===== src/rtl/uart_pkg.sv =====
// ============================================================================
// Module : uart_pkg
// Brief  : Shared types and legal parameter limits for the UART receiver.
// Rev    : 1.0
// ============================================================================
`default_nettype none

package uart_pkg;

    typedef enum logic [2:0] {
        ST_IDLE   = 3'd0,
        ST_START  = 3'd1,
        ST_DATA   = 3'd2,
        ST_PARITY = 3'd3,
        ST_STOP   = 3'd4
    } uart_state_e;

    localparam int c_DATA_BITS_MIN = 5;
    localparam int c_DATA_BITS_MAX = 8;
    localparam int c_OVS_MIN       = 8;
    localparam int c_OVS_MAX       = 32;

    function automatic logic maj3(input logic a, input logic b, input logic c);
        return (a & b) | (a & c) | (b & c);
    endfunction

endpackage

`default_nettype wire


===== src/rtl/uart_baud_tick.sv =====
// ============================================================================
// Module : uart_baud_tick
// Brief  : Oversample tick generator, one pulse every max(div,1) clk cycles.
// Rev    : 1.0
// ============================================================================
`default_nettype none

module uart_baud_tick #(
    parameter int DIV_W = 16
) (
    input  logic             clk,
    input  logic             rst,
    input  logic             restart,
    input  logic [DIV_W-1:0] div,
    output logic             tick
);

    logic [DIV_W-1:0] r_cnt;
    logic [DIV_W-1:0] w_last;

    // A divisor of zero behaves exactly like a divisor of one.
    assign w_last = (div == '0) ? '0 : div - DIV_W'(1);

    always_ff @(posedge clk) begin
        if (rst || restart) begin
            r_cnt <= '0;
            tick  <= 1'b0;
        end else if (r_cnt == w_last) begin
            r_cnt <= '0;
            tick  <= 1'b1;
        end else begin
            r_cnt <= r_cnt + DIV_W'(1);
            tick  <= 1'b0;
        end
    end

endmodule

`default_nettype wire


===== src/rtl/uart_rx_cfg.sv =====
// ============================================================================
// Module : uart_rx_cfg
// Brief  : Runtime-configurable oversampling UART receiver with valid/ready out.
// Rev    : 1.0
// ============================================================================
`default_nettype none

module uart_rx_cfg
    import uart_pkg::*;
#(
    parameter int DATA_BITS = 8,
    parameter int OVS       = 16,
    parameter int DIV_W     = 16
) (
    input  logic             clk,
    input  logic             rst,
    input  logic             i_rx,
    input  logic [DIV_W-1:0] i_div,
    input  logic             i_parity_en,
    input  logic             i_parity_odd,
    input  logic             i_stop2,
    output logic             o_valid,
    input  logic             i_ready,
    output logic [7:0]       o_data,
    output logic             o_frame_err,
    output logic             o_parity_err,
    output logic             o_overrun
);

    localparam int c_CNT_W = $clog2(OVS);
    localparam logic [c_CNT_W-1:0] c_SAMP0     = c_CNT_W'(OVS/2 - 1);
    localparam logic [c_CNT_W-1:0] c_SAMP1     = c_CNT_W'(OVS/2);
    localparam logic [c_CNT_W-1:0] c_SAMP2     = c_CNT_W'(OVS/2 + 1);
    localparam logic [c_CNT_W-1:0] c_LAST_TICK = c_CNT_W'(OVS - 1);
    localparam logic [2:0]         c_LAST_BIT  = 3'(DATA_BITS - 1);

    logic                 r_rx_s1, r_rx_s2;
    uart_state_e          r_state;
    logic [c_CNT_W-1:0]   r_tick_cnt;
    logic [1:0]           r_samp;
    logic [2:0]           r_bit_idx;
    logic                 r_stop_idx;
    logic [DATA_BITS-1:0] r_shift;
    logic                 r_par_acc, r_perr, r_ferr;
    logic [DIV_W-1:0]     r_div;
    logic                 r_par_en, r_par_odd, r_stop2;

    logic w_tick, w_restart, w_maj, w_mid, w_end, w_ferr_now;

    always_ff @(posedge clk) begin
        if (rst) begin
            r_rx_s1 <= 1'b1;
            r_rx_s2 <= 1'b1;
        end else begin
            r_rx_s1 <= i_rx;
            r_rx_s2 <= r_rx_s1;
        end
    end

    assign w_restart  = (r_state == ST_IDLE) && !r_rx_s2;
    assign w_maj      = maj3(r_samp[0], r_samp[1], r_rx_s2);
    assign w_mid      = w_tick && (r_tick_cnt == c_SAMP2);
    assign w_end      = w_tick && (r_tick_cnt == c_LAST_TICK);
    assign w_ferr_now = r_ferr | ~w_maj;

    uart_baud_tick #(.DIV_W(DIV_W)) u_tick (
        .clk     (clk),
        .rst     (rst),
        .restart (w_restart),
        .div     (r_div),
        .tick    (w_tick)
    );

    always_ff @(posedge clk) begin
        if (rst) begin
            r_state      <= ST_IDLE;
            r_tick_cnt   <= '0;
            r_samp       <= '0;
            r_bit_idx    <= '0;
            r_stop_idx   <= 1'b0;
            r_shift      <= '0;
            r_par_acc    <= 1'b0;
            r_perr       <= 1'b0;
            r_ferr       <= 1'b0;
            r_div        <= '0;
            r_par_en     <= 1'b0;
            r_par_odd    <= 1'b0;
            r_stop2      <= 1'b0;
            o_valid      <= 1'b0;
            o_data       <= '0;
            o_frame_err  <= 1'b0;
            o_parity_err <= 1'b0;
            o_overrun    <= 1'b0;
        end else begin
            o_overrun <= 1'b0;
            if (o_valid && i_ready)
                o_valid <= 1'b0;

            if (r_state != ST_IDLE && w_tick) begin
                r_tick_cnt <= (r_tick_cnt == c_LAST_TICK) ? '0 : r_tick_cnt + c_CNT_W'(1);
                if (r_tick_cnt == c_SAMP0) r_samp[0] <= r_rx_s2;
                if (r_tick_cnt == c_SAMP1) r_samp[1] <= r_rx_s2;
            end

            case (r_state)
                ST_IDLE: begin
                    if (!r_rx_s2) begin
                        r_state    <= ST_START;
                        r_tick_cnt <= '0;
                        r_bit_idx  <= '0;
                        r_stop_idx <= 1'b0;
                        r_par_acc  <= 1'b0;
                        r_perr     <= 1'b0;
                        r_ferr     <= 1'b0;
                        r_div      <= i_div;
                        r_par_en   <= i_parity_en;
                        r_par_odd  <= i_parity_odd;
                        r_stop2    <= i_stop2;
                    end
                end
                ST_START: begin
                    if (w_mid && w_maj)
                        r_state <= ST_IDLE;
                    else if (w_end)
                        r_state <= ST_DATA;
                end
                ST_DATA: begin
                    if (w_mid) begin
                        r_shift   <= {w_maj, r_shift[DATA_BITS-1:1]};
                        r_par_acc <= r_par_acc ^ w_maj;
                    end
                    if (w_end) begin
                        if (r_bit_idx == c_LAST_BIT)
                            r_state <= r_par_en ? ST_PARITY : ST_STOP;
                        else
                            r_bit_idx <= r_bit_idx + 3'd1;
                    end
                end
                ST_PARITY: begin
                    if (w_mid)
                        r_perr <= r_par_acc ^ w_maj ^ r_par_odd;
                    if (w_end)
                        r_state <= ST_STOP;
                end
                ST_STOP: begin
                    // Finishing at mid-stop leaves half a bit to catch the next start edge.
                    if (w_mid) begin
                        if (r_stop_idx == r_stop2) begin
                            r_state <= ST_IDLE;
                            if (!o_valid || i_ready) begin
                                o_valid      <= 1'b1;
                                o_data       <= 8'(r_shift);
                                o_frame_err  <= w_ferr_now;
                                o_parity_err <= r_perr;
                            end else begin
                                o_overrun <= 1'b1;
                            end
                        end else begin
                            r_ferr <= w_ferr_now;
                        end
                    end
                    if (w_end && (r_stop_idx != r_stop2))
                        r_stop_idx <= 1'b1;
                end
                default: r_state <= ST_IDLE;
            endcase
        end
    end

endmodule

`default_nettype wire


===== config.mk =====
export PLATFORM = sky130hd
export DESIGN_NAME = uart_rx_cfg
export DESIGN_NICKNAME = d
export VERILOG_FILES = /design/src/rtl/uart_pkg.sv /design/src/rtl/uart_baud_tick.sv /design/src/rtl/uart_rx_cfg.sv
export SDC_FILE = /design/constraint.sdc
export NUM_CORES = 1
export LEC_CHECK = 0
export CAP_MARGIN = 10
export CORE_UTILIZATION = 57
export CTS_CLUSTER_DIAMETER = 50
export DETAILED_ROUTE_END_ITERATION = 8
export DONT_BUFFER_PORTS = 1
export PLACE_DENSITY = 0.79
export SYNTH_ARGS = -nofsm -noshare
export SYNTH_HDL_FRONTEND = slang
export SYNTH_SLANG_ARGS = --single-unit

===== constraint.sdc =====
create_clock -name clk -period 3.3 [get_ports clk]
set_input_delay 0.495 -clock clk [delete_from_list [all_inputs] [get_ports clk]]
set_output_delay 0.495 -clock clk [all_outputs]
set_load 0.005 [all_outputs]

== Word-level counts from Yosys, hierarchy flattened ==
Cells that the tools add are included.

* Register bits after elaboration: 74
* Input port bits: 23
* Word-level logic and storage cells: 130

* $add $sub $neg: 4
* Eq/ne operators: 24
* Muxes and demuxes: 36
* Bitwise gates (word level): 13
* Reductions and logical operators: 30

{| class="wikitable"
|+ Operator list
! operator !! number
|-
| two-way mux 3 bit || 12
|-
| != test 2 bit (second input constant) || 11
|-
| adder 16 x 1 -> 16 bit (second input constant) || 1
|-
| == test 16 bit || 1
|-
| logical NOT 16 bit || 1
|-
| two-way mux 16 bit || 1
|-
| two-way mux 4 bit || 4
|-
| subtractor 16 x 1 -> 16 bit (second input constant) || 1
|-
| one-hot mux 3 bit (5 select lines) || 1
|-
| two-way mux 1 bit || 13
|-
| == test 4 bit (second input constant) || 3
|-
| AND reduction 4 bit || 3
|-
| AND reduction 3 bit || 3
|-
| one-hot mux 1 bit (2 select lines) || 4
|-
| AND reduction 2 bit || 4
|-
| logical AND 1 bit || 7
|-
| AND reduction 7 bit || 1
|-
| == test 3 x 2 -> 1 bit (second input constant) || 2
|-
| == test 3 bit (second input constant) || 2
|-
| one-hot mux 3 bit (2 select lines) || 1
|-
| nonzero test 2 bit || 3
|-
| inverter 1 bit || 5
|-
| adder 4 x 1 -> 4 bit (second input constant) || 1
|-
| == test 4 x 3 -> 1 bit (second input constant) || 1
|-
| 14 further kinds || 21
|}

== Depth between registers and ports, before layout ==
Gate-level depths: netlist of the first run.

* Depth in word-level cells: 8
* Gate-level depth with buffers: 11
* Depth with buffers taken out: 9

== Cells and area by module ==
From an unflattened synthesis of the first run, not the netlist that was laid out.

* Cell total of the unflattened synthesis: 483
* Area total of the unflattened synthesis: 3950.0 um^2

{| class="wikitable"
|+ By module, submodules not included
! module !! times used !! cells each !! area each (um^2) !! seq. area each (um^2)
|-
| uart_rx_cfg || 1 || 284 || 2442.3 || 1141.1
|-
| uart_baud_tick || 1 || 199 || 1507.7 || 340.3
|}

== Worst setup path before layout of the first run ==
No wires, ideal clock.

* Kind: reg2reg
* From: register r_div[0]
* To: register u_tick.r_cnt[10]
* Setup time: 137 ps
* Arrival time: 2901 ps
* Required time: 3163 ps
* Path slack: 262 ps
* Cell stages (with the launch flop): 12
* Period minus slack after synthesis: 3038 ps
* Cells stage by stage: dfxtp_1 -> inv_1 -> ha_1 -> or3b_1 -> buf_2 -> nor4_4 -> mux2i_1 -> o211ai_1 -> or4_4 -> nor4_4 -> buf_6 -> nor3_2

* Word-level cells in the longest chain between the ends: 4
* Elaborated cells between the ends (all ways): 5
* Those cells by class: add/sub (1); eq/ne (1); mux (1); reduce/logical (2)

{| class="wikitable"
|+ Ends and longest elaborated chain
! item !! line !! text
|-
| start: declaration || uart_rx_cfg.sv:45 || <nowiki>logic [DIV_W-1:0] r_div;</nowiki>
|-
| start signal: assignment || uart_rx_cfg.sv:115 || <nowiki>r_div <= i_div;</nowiki>
|-
| subtractor 16 x 1 -> 16 bit / logical NOT 16 bit (equally long branches) || uart_baud_tick.sv:22 || <nowiki>assign w_last = (div == '0) ? '0 : div - DIV_W'(1);</nowiki>
|-
| two-way mux 16 bit (*) || uart_baud_tick.sv:22 ||
|-
| == test 16 bit (*) || uart_baud_tick.sv:28 || <nowiki>end else if (r_cnt == w_last) begin</nowiki>
|-
| OR reduction 2 bit (no line) (*) || n/a ||
|-
| end signal: assignment || uart_baud_tick.sv:32 || <nowiki>r_cnt <= r_cnt + DIV_W'(1);</nowiki>
|-
| end: declaration || uart_baud_tick.sv:18 || <nowiki>logic [DIV_W-1:0] r_cnt;</nowiki>
|}

Mark *: on every way between the ends. The rest lies on a longest branch, timed or not.
A chain may end at the register's enable or synchronous reset.

== Worst setup path in the final report of the first run ==
* From: register r_div[0]
* To: register u_tick.r_cnt[2]

Same word-level chain as after synthesis.

==> results.txt, run 1 <==
The number of placed instances, taps included is 527. On the final layout, the worst clock skew is 7.444 ps. Counting every net in the synthesized netlist gives 500. The effective utilization at floorplan is 58.81%. IR analysis of the VDD net gives a maximum drop of 0.0003251 V. The required time of the critical path came out at 3490 ps. The startpoint identified for the worst hold timing path is rst. Derived from the worst setup path, the maximum achievable clock frequency is 324.6 MHz. The run gives 8412 um as the total wire length. The most frequent standard cell in the layout excluding fill and tap cells is dfxtp_1. The slew at the pin with the worst max-slew slack is 924.1 ps. Among all flip-flop cells after synthesis, the most frequent one is dfxtp_1.

In the layout the commonest cells are 74 x dfxtp_1, 61 x nand2_1, 55 x nor2_1, 32 x a21oi_1, 26 x mux2i_1. After synthesis the cells add up to 3974 um2. The HPWL after detailed placement is 5998 um. Total count of max-transition violations in the final report: 0. After layout, the worst setup slack is 219.4 ps. The routed layout has 3259 vias. Number of standard-cell rows in the floorplan: 30. Clock tree synthesis found a total of 74 sinks. The fraction of registers with async set/reset came out at 0%. The floorplan step defined a die boundary enclosing 7309 um2. After detailed routing, the number of remaining DRC violations is 0. The die is 85.50 um tall. In this run the power density over the cells is 567.0 nW/um2. STA classifies the critical path startpoint as a flip-flop. Number of global-route vias before repair: 3212. The die width is 85.50 um, and the setup TNS is 0 ps.

In this run, distinct cell masters in the synthesized netlist total 64. Synthesis handed over a netlist of 470 instances. The clock-pin slew on the worst setup and hold paths was 80 ps. The initial antenna violation count was 0.

TritonCTS built the clock tree. For the final standard cell count with taps included and fillers excluded, the log shows 543. The headroom to the max-slew limit is 38.39%, and the number of nets with antenna violations after detailed routing is 0. The first-pass GRT wire length was 14750 um; the largest fanout on the critical path was 16. The tools report the startpoint of the lowest-slack register-to-register path as r_div[0]$_SDFFE_PP0P_. The total iterations of the first detailed-routing run is 5. The average cell area after synthesis was 8.455 um2; the initial DRC count was 176.

Path category of the worst min-delay check: in2reg. TritonCTS created 9 clock buffers. The H-tree generated during clock tree synthesis spans 3 levels. The number of antenna diodes in the final layout is 0.

The detailed-route vias per instance was 6.002. After clock tree synthesis, the flow added hold-fix buffers numbering 0. Counting along the longest clock path gives a buffer depth of 2. Data arrives at the worst endpoint at 3270 ps. For the final weighted congestion in routability-driven placement, the log shows 0.9172. The synthesized design contains 74 register bits. In the final routed layout, each cell accounts on average for 15.49 um. Summing the sequential cell areas from Yosys gives 37.28% of the chip area.

The run gives 6756 um2 as the standard cell core area. The run finished with clean final reports. Maximum number of pins on one net before global-route repair: 55.

The number of enable-type register cells in the synthesized netlist is 0. In this run the clock root is driven by a clkbuf_8. For the global-route congestion overflow total, the log shows 0.

The critical path in this run is classified as reg2reg. For this run, the share of the core covered by cells in the final layout is 62.56%. The static leakage is 1.593 nW, and the number of failing hold endpoints at the final stage is 0. Setup repair after global routing left no endpoint under its margin. The count of buffers added on input and output ports is 0.

In this run the count of I/O pins placed on the die edge is 35. Prior to clock tree synthesis, the placed netlist has a worst setup slack of 188.2 ps. The launching instance or port of the critical path was r_div[0]$_SDFFE_PP0P_. The tools report the sort of element at the end of the critical path as a flip-flop. The net count of the finished layout is 488. Global routing used 25.35% of the available tracks across all layers.

The layout overhead on the synthesized area is 6.360%, and the final number of setup-violating endpoints is 0. The ratio of cells with drive above 1 in the final layout is 10.80%. The share of the clock period used by the worst path works out to 93.35%. Clock latency on the worst-skew pair, taken at its later pin, is 340 ps.

The tool flagged a number of max-cap violations equal to 0. The post-layout minimum cycle time works out to 3081 ps. Number of synthesis warnings: 0.
-- state kept, by name (all words and copies together) (netlist names), 2 cells and up --
name,flops
r_state,3
r_tick_cnt,4
r_samp,2
r_shift,8
u_tick.r_cnt,16
r_bit_idx,3
r_div,16
o_data,8
-- repair_timing --
item,in CTS,in global routing
gates resized for setup,0,1
endpoints found under the hold margin,0,0
endpoints found under the setup margin,0,6
setup buffers,0,0
-- cells in the mapped netlist, types with 4 or more instances --
master	count	area, um2
nand4_1	11	68.82
ha_1	7	87.58
xor2_1	12	105.1
mux2i_1	26	260.3
nor2b_1	7	43.79
clkbuf_1	22	82.58
or4_1	7	52.55
xnor2_1	17	148.9
nand2b_1	4	25.02
nand2_1	61	229.0
inv_1	13	48.80
dfxtp_1	74	1481
nor2_1	55	206.5
nand3_1	6	30.03
or3_1	6	37.54
nor4_1	5	31.28
and3_1	5	31.28
nor3_2	9	90.09
o21ai_0	9	45.04
nor3_1	12	60.06
a21oi_1	32	160.2
-- worst paths after layout --
kind | depth (start not counted) | slack (ps) | endpoint
max | 10 | 220 | u_tick.r_cnt[2]$_SDFF_PP0_
min | 1 | 210 | r_perr$_SDFFE_PP0P_
max reg2reg | 10 | 220 | u_tick.r_cnt[2]$_SDFF_PP0_
min reg2reg | 1 | 410 | r_rx_s2$_SDFF_PP1_
-- kinds of logic (layout without fill, tap and decap cells) --
kind of cell               after synthesis  after routing  share of synthesized area (%)
xor gates and xnor gates                30             30                          6.958
buffers and inverters                   41             34                          4.377
muxes                                   30             30                          7.777
AOI/OAI and AO/OA                       70             70                          11.30
adders and majority gates                8              8                          2.456
and+or+nand+nor                        217            217                          29.85
DFF                                     74             74                          37.28
-- layer usage --
layer,GRT usage (%),vias to the layer above,part of all wire (%)
li1,-,1625,-
met1,31.19,1528,44
met2,42.76,91,49
met3,5.582,15,5.3
met4,11.06,0,1.9
met5,0,-,0
-- per-stage QoR --
stage | power (mW) | hold WS [ps] | cell area (um2)
floorplan | 1.499 | 389.5 | 3974
global placement | 1.591 | 392.3 | 3999
detailed placement | 1.605 | 398.1 | 3999
CTS | 2.402 | 196.6 | 4224
global route | 2.516 | 186.5 | 4227
finish | 2.396 | 206.4 | 4227
-- critical path, stage by stage (launching register included) --
cell and delay (ps):
dfxtp_1 370, inv_1 70, ha_1 220, or3b_4 450, nor4_4 350, mux2i_1 280
o211ai_1 110, or4_4 540, nor4_4 270, buf_12 200, nor3_1 60
-- final cells by class --
cell class                 instances  area (um2)
multi-input combinational        355        2321
inverter                          13       48.80
clock inverter                     7       101.3
sequential                        74        1481
fill                             590        2530
tap                               80       100.1
timing repair buffer               5       50.05
clock buffer                       9       123.9
-- power by group --
part	internal, mW	leakage (nW)	total, mW	switching (mW)
Sequential	0.928	0.598	0.986	0.0578
Clock	0.434	0.112	0.797	0.364
Combinational	0.269	0.883	0.614	0.345
Total	1.63	1.59	2.40	0.767
No activity file was read; power rests on OpenSTA's default activity.
==> run 2: changes to the inputs <==
--- a/config.mk
+++ b/config.mk
@@ -6,11 +6,11 @@
 export NUM_CORES = 1
 export LEC_CHECK = 0
 export CAP_MARGIN = 10
-export CORE_UTILIZATION = 57
+export CORE_UTILIZATION = 56
 export CTS_CLUSTER_DIAMETER = 50
 export DETAILED_ROUTE_END_ITERATION = 8
 export DONT_BUFFER_PORTS = 1
-export PLACE_DENSITY = 0.79
+export PLACE_DENSITY = 0.78
 export SYNTH_ARGS = -nofsm -noshare
 export SYNTH_HDL_FRONTEND = slang
 export SYNTH_SLANG_ARGS = --single-unit
==> results.txt, run 2 (synthesis gave the netlist of run 1 again) <==
The worst register-to-register path ends at u_tick.r_cnt[13]$_SDFF_PP0_. Count of buffers from port buffering: 0 (unchanged). In this run the clock root is driven by a clkbuf_8.

The maximum buffer depth of the clock tree came out at 2 (unchanged). The tools report the data arrival time of the critical path as 3340 ps (+70 ps). The tools report the standard cell core area as 6832 um2 (+1.1%). The average routed wire per standard cell came out at 15.33 um (-1.1%). The tools report the clock latency reported for the late side of the worst-skew pair as 340 ps (about the same). The run gives 1.596 nW (+0.17%) as the static leakage. The logs give 35 (unchanged) for the number of primary I/O pins and 490 (+0.41%) for the number of nets in the finished design. The detailed-route vias per instance is 5.813 (-3.2%), and the overall power is 2.377 mW (-0.80%). The first-pass GRT wire length was 14350 um (-2.7%). The run gives 3255 (-0.12%) as the via count. The worst hold path stage count came out at 1 (unchanged).

The tools report the total wire length as 8583 um (+2.0%). The tools report the number of placed instances, taps included as 545 (+3.4%). The setup TNS was 0 ps (unchanged).

The cell area after placement is 4034 um2 (+0.88%). In this run the worst setup path begins at r_div[0]$_SDFFE_PP0P_. The library cell used most frequently in the layout, excluding fill and tap cells, is dfxtp_1. The library cells used most frequently in the layout, excluding fill and tap cells, are 74 x dfxtp_1, 61 x nand2_1, 55 x nor2_1, 32 x a21oi_1, 26 x mux2i_1. The share of the clock period used by the worst path came out at 95.64% (+2.3 points). The final core utilization was 62.22% (-0.34 points). The post-layout minimum cycle time works out to 3156 ps (+75.48 ps). The startpoint of the lowest-slack register-to-register path is r_div[0]$_SDFFE_PP0P_. The final number of setup-violating endpoints is 0 (unchanged), and the number of failing hold endpoints at the final stage is 0 (unchanged). The overall routing resource usage is 24.30% (-1.0 points), and the final standard cell count with taps included and fillers excluded is 560 (+3.1%). The number of sinks on the clock net was 74 (unchanged); the initial antenna violation count was 0 (unchanged). Compared with the post-synthesis result, the final layout area differs by 6.959%. The tools report the worst clock skew on the final layout as 8.037 ps (+0.5930 ps). The flow ran to the end, and the final reports show no timing, DRC or antenna violations.

The worst setup path is of the reg2reg kind. The run gives 58.17% (-0.65 points) as the effective utilization at floorplan. The worst setup path is captured at a flip-flop. The global-route congestion overflow total is 0 (unchanged).

The half-perimeter wire length after placement was 6156 um (+2.6%). The largest vdd supply drop is 0.0004126 V (+27%). The worst setup path is launched from a flip-flop. The die width was 86.24 um (+0.87%). The overall die area was 7437 um2 (+1.8%); the power density over cell area was 559.3 nW/um2 (-1.4%).

The tools report the number of design rule violations left after detail routing as 0 (unchanged). The maximum achievable frequency came out at 316.8 MHz (-2.4%). The tools report the antenna diode count as 0 (unchanged).

The number of max-capacitance violations reported is 0 (unchanged), and the slew at the pin with the worst max-slew slack is 916.3 ps (-7.760 ps). The tools report the maximum number of pins on one net before global-route repair as 55 (unchanged). The headroom to the max-slew limit was 38.91% (+0.52 points); the total count of max-transition violations in the final report was 0 (unchanged). TritonCTS built the clock tree. The clock-pin slew on the worst setup and hold paths was 80 ps (about the same); the final worst slack was 143.9 ps (-75.48 ps). For the number of global-route vias before repair, the log shows 3127 (-2.6%). The logs give 136 (-23%) for the initial DRC count and 30 (unchanged) for the number of standard-cell rows in the floorplan. The setup slack on the worst flop-to-flop path was 140 ps (-80 ps); the largest fanout on the critical path was 16 (unchanged).

For the number of nets with antenna violations after detailed routing, the log shows 0 (unchanged). Following the worst setup path forward leads to its endpoint at u_tick.r_cnt[13]$_SDFF_PP0_. For the post-place setup slack, the log shows 136.6 ps (-51.65 ps). The number of cells on the worst reg-to-reg path was 10 (unchanged); the total iterations of the first detailed-routing run was 4 (-1). The tightest min-delay check is of the in2reg type. The number of CTS-inserted buffers was 9 (unchanged).

The area of all placed cells without fillers is 4250 um2 (+0.56%), and the ratio of cells with drive above 1 in the final layout is 10.99% (+0.19 points). The run gives 215.7 ps (+9.291 ps) as the worst slack on hold paths. Setup repair after global routing left no endpoint under its margin. In the final layout, the registers with the most flip-flops are r_div: 16 flops, u_tick.r_cnt: 16 flops.

The required time of the critical path was 3490 ps (about the same); the final weighted congestion in routability-driven placement was 0.9269 (+1.1%). The die outline height was 86.24 um (+0.87%). The run gives 3 (unchanged) as the count of H-tree levels built during CTS.
## run 2: changes by cell type in the layout (fill, tap and decap cells not counted), sizes merged
cell / change
inv: -1
buf: +2
## run 2: worst min path at each step
stage	startpoint	to	slack, ps
floorplan	r_rx_s1$_SDFF_PP1_	r_rx_s2$_SDFF_PP1_	390
global placement	r_rx_s1$_SDFF_PP1_	r_rx_s2$_SDFF_PP1_	390
detailed placement	r_rx_s1$_SDFF_PP1_	r_rx_s2$_SDFF_PP1_	400
CTS	rst	o_data[3]$_SDFFE_PP0P_	200
global route	rst	r_div[0]$_SDFFE_PP0P_	200
finish	rst	r_div[2]$_SDFFE_PP0P_	220
## run 2: where the power goes
group,internal [mW],switching (mW)
logic,0.275,0.349
registers,0.928,0.0605
clock network,0.424,0.341
total,1.63,0.751
## run 2: what timing repair did
item | CTS | global route
endpoints found under the setup margin | 0 | 14
hold buffers | 0 | 0
buffers inserted | 0 | 0
gates resized for setup | 0 | 1
## run 2: critical path, stage by stage (launching register included)
cell and delay [ps]:
dfxtp_1 370, inv_1 80, ha_1 240, or3b_4 450, nor4_4 380, mux2i_1 280
o211ai_1 120, or4_4 540, nor4_4 270, buf_12 200, nor3_1 60
## run 2: area by class of cell
class | instances | area, um2
Timing Repair Buffer | 7 | 65.06
Tap cell | 96 | 120.1
Sequential cell | 74 | 1481
Inverter | 13 | 48.80
Multi-Input combinational cell | 355 | 2321
Clock inverter | 6 | 90.09
Clock buffer | 9 | 123.9
Fill cell | 620 | 2581
## run 2: metal layers
layer	share of wire (%)	track usage (%)	up-vias	wire length (um)
li1	-	-	1630	-
met1	46	29.93	1534	3988
met2	48	41.92	76	4125
met3	3.5	4.190	15	303
met4	1.9	10.30	0	165
met5	0	0	-	0
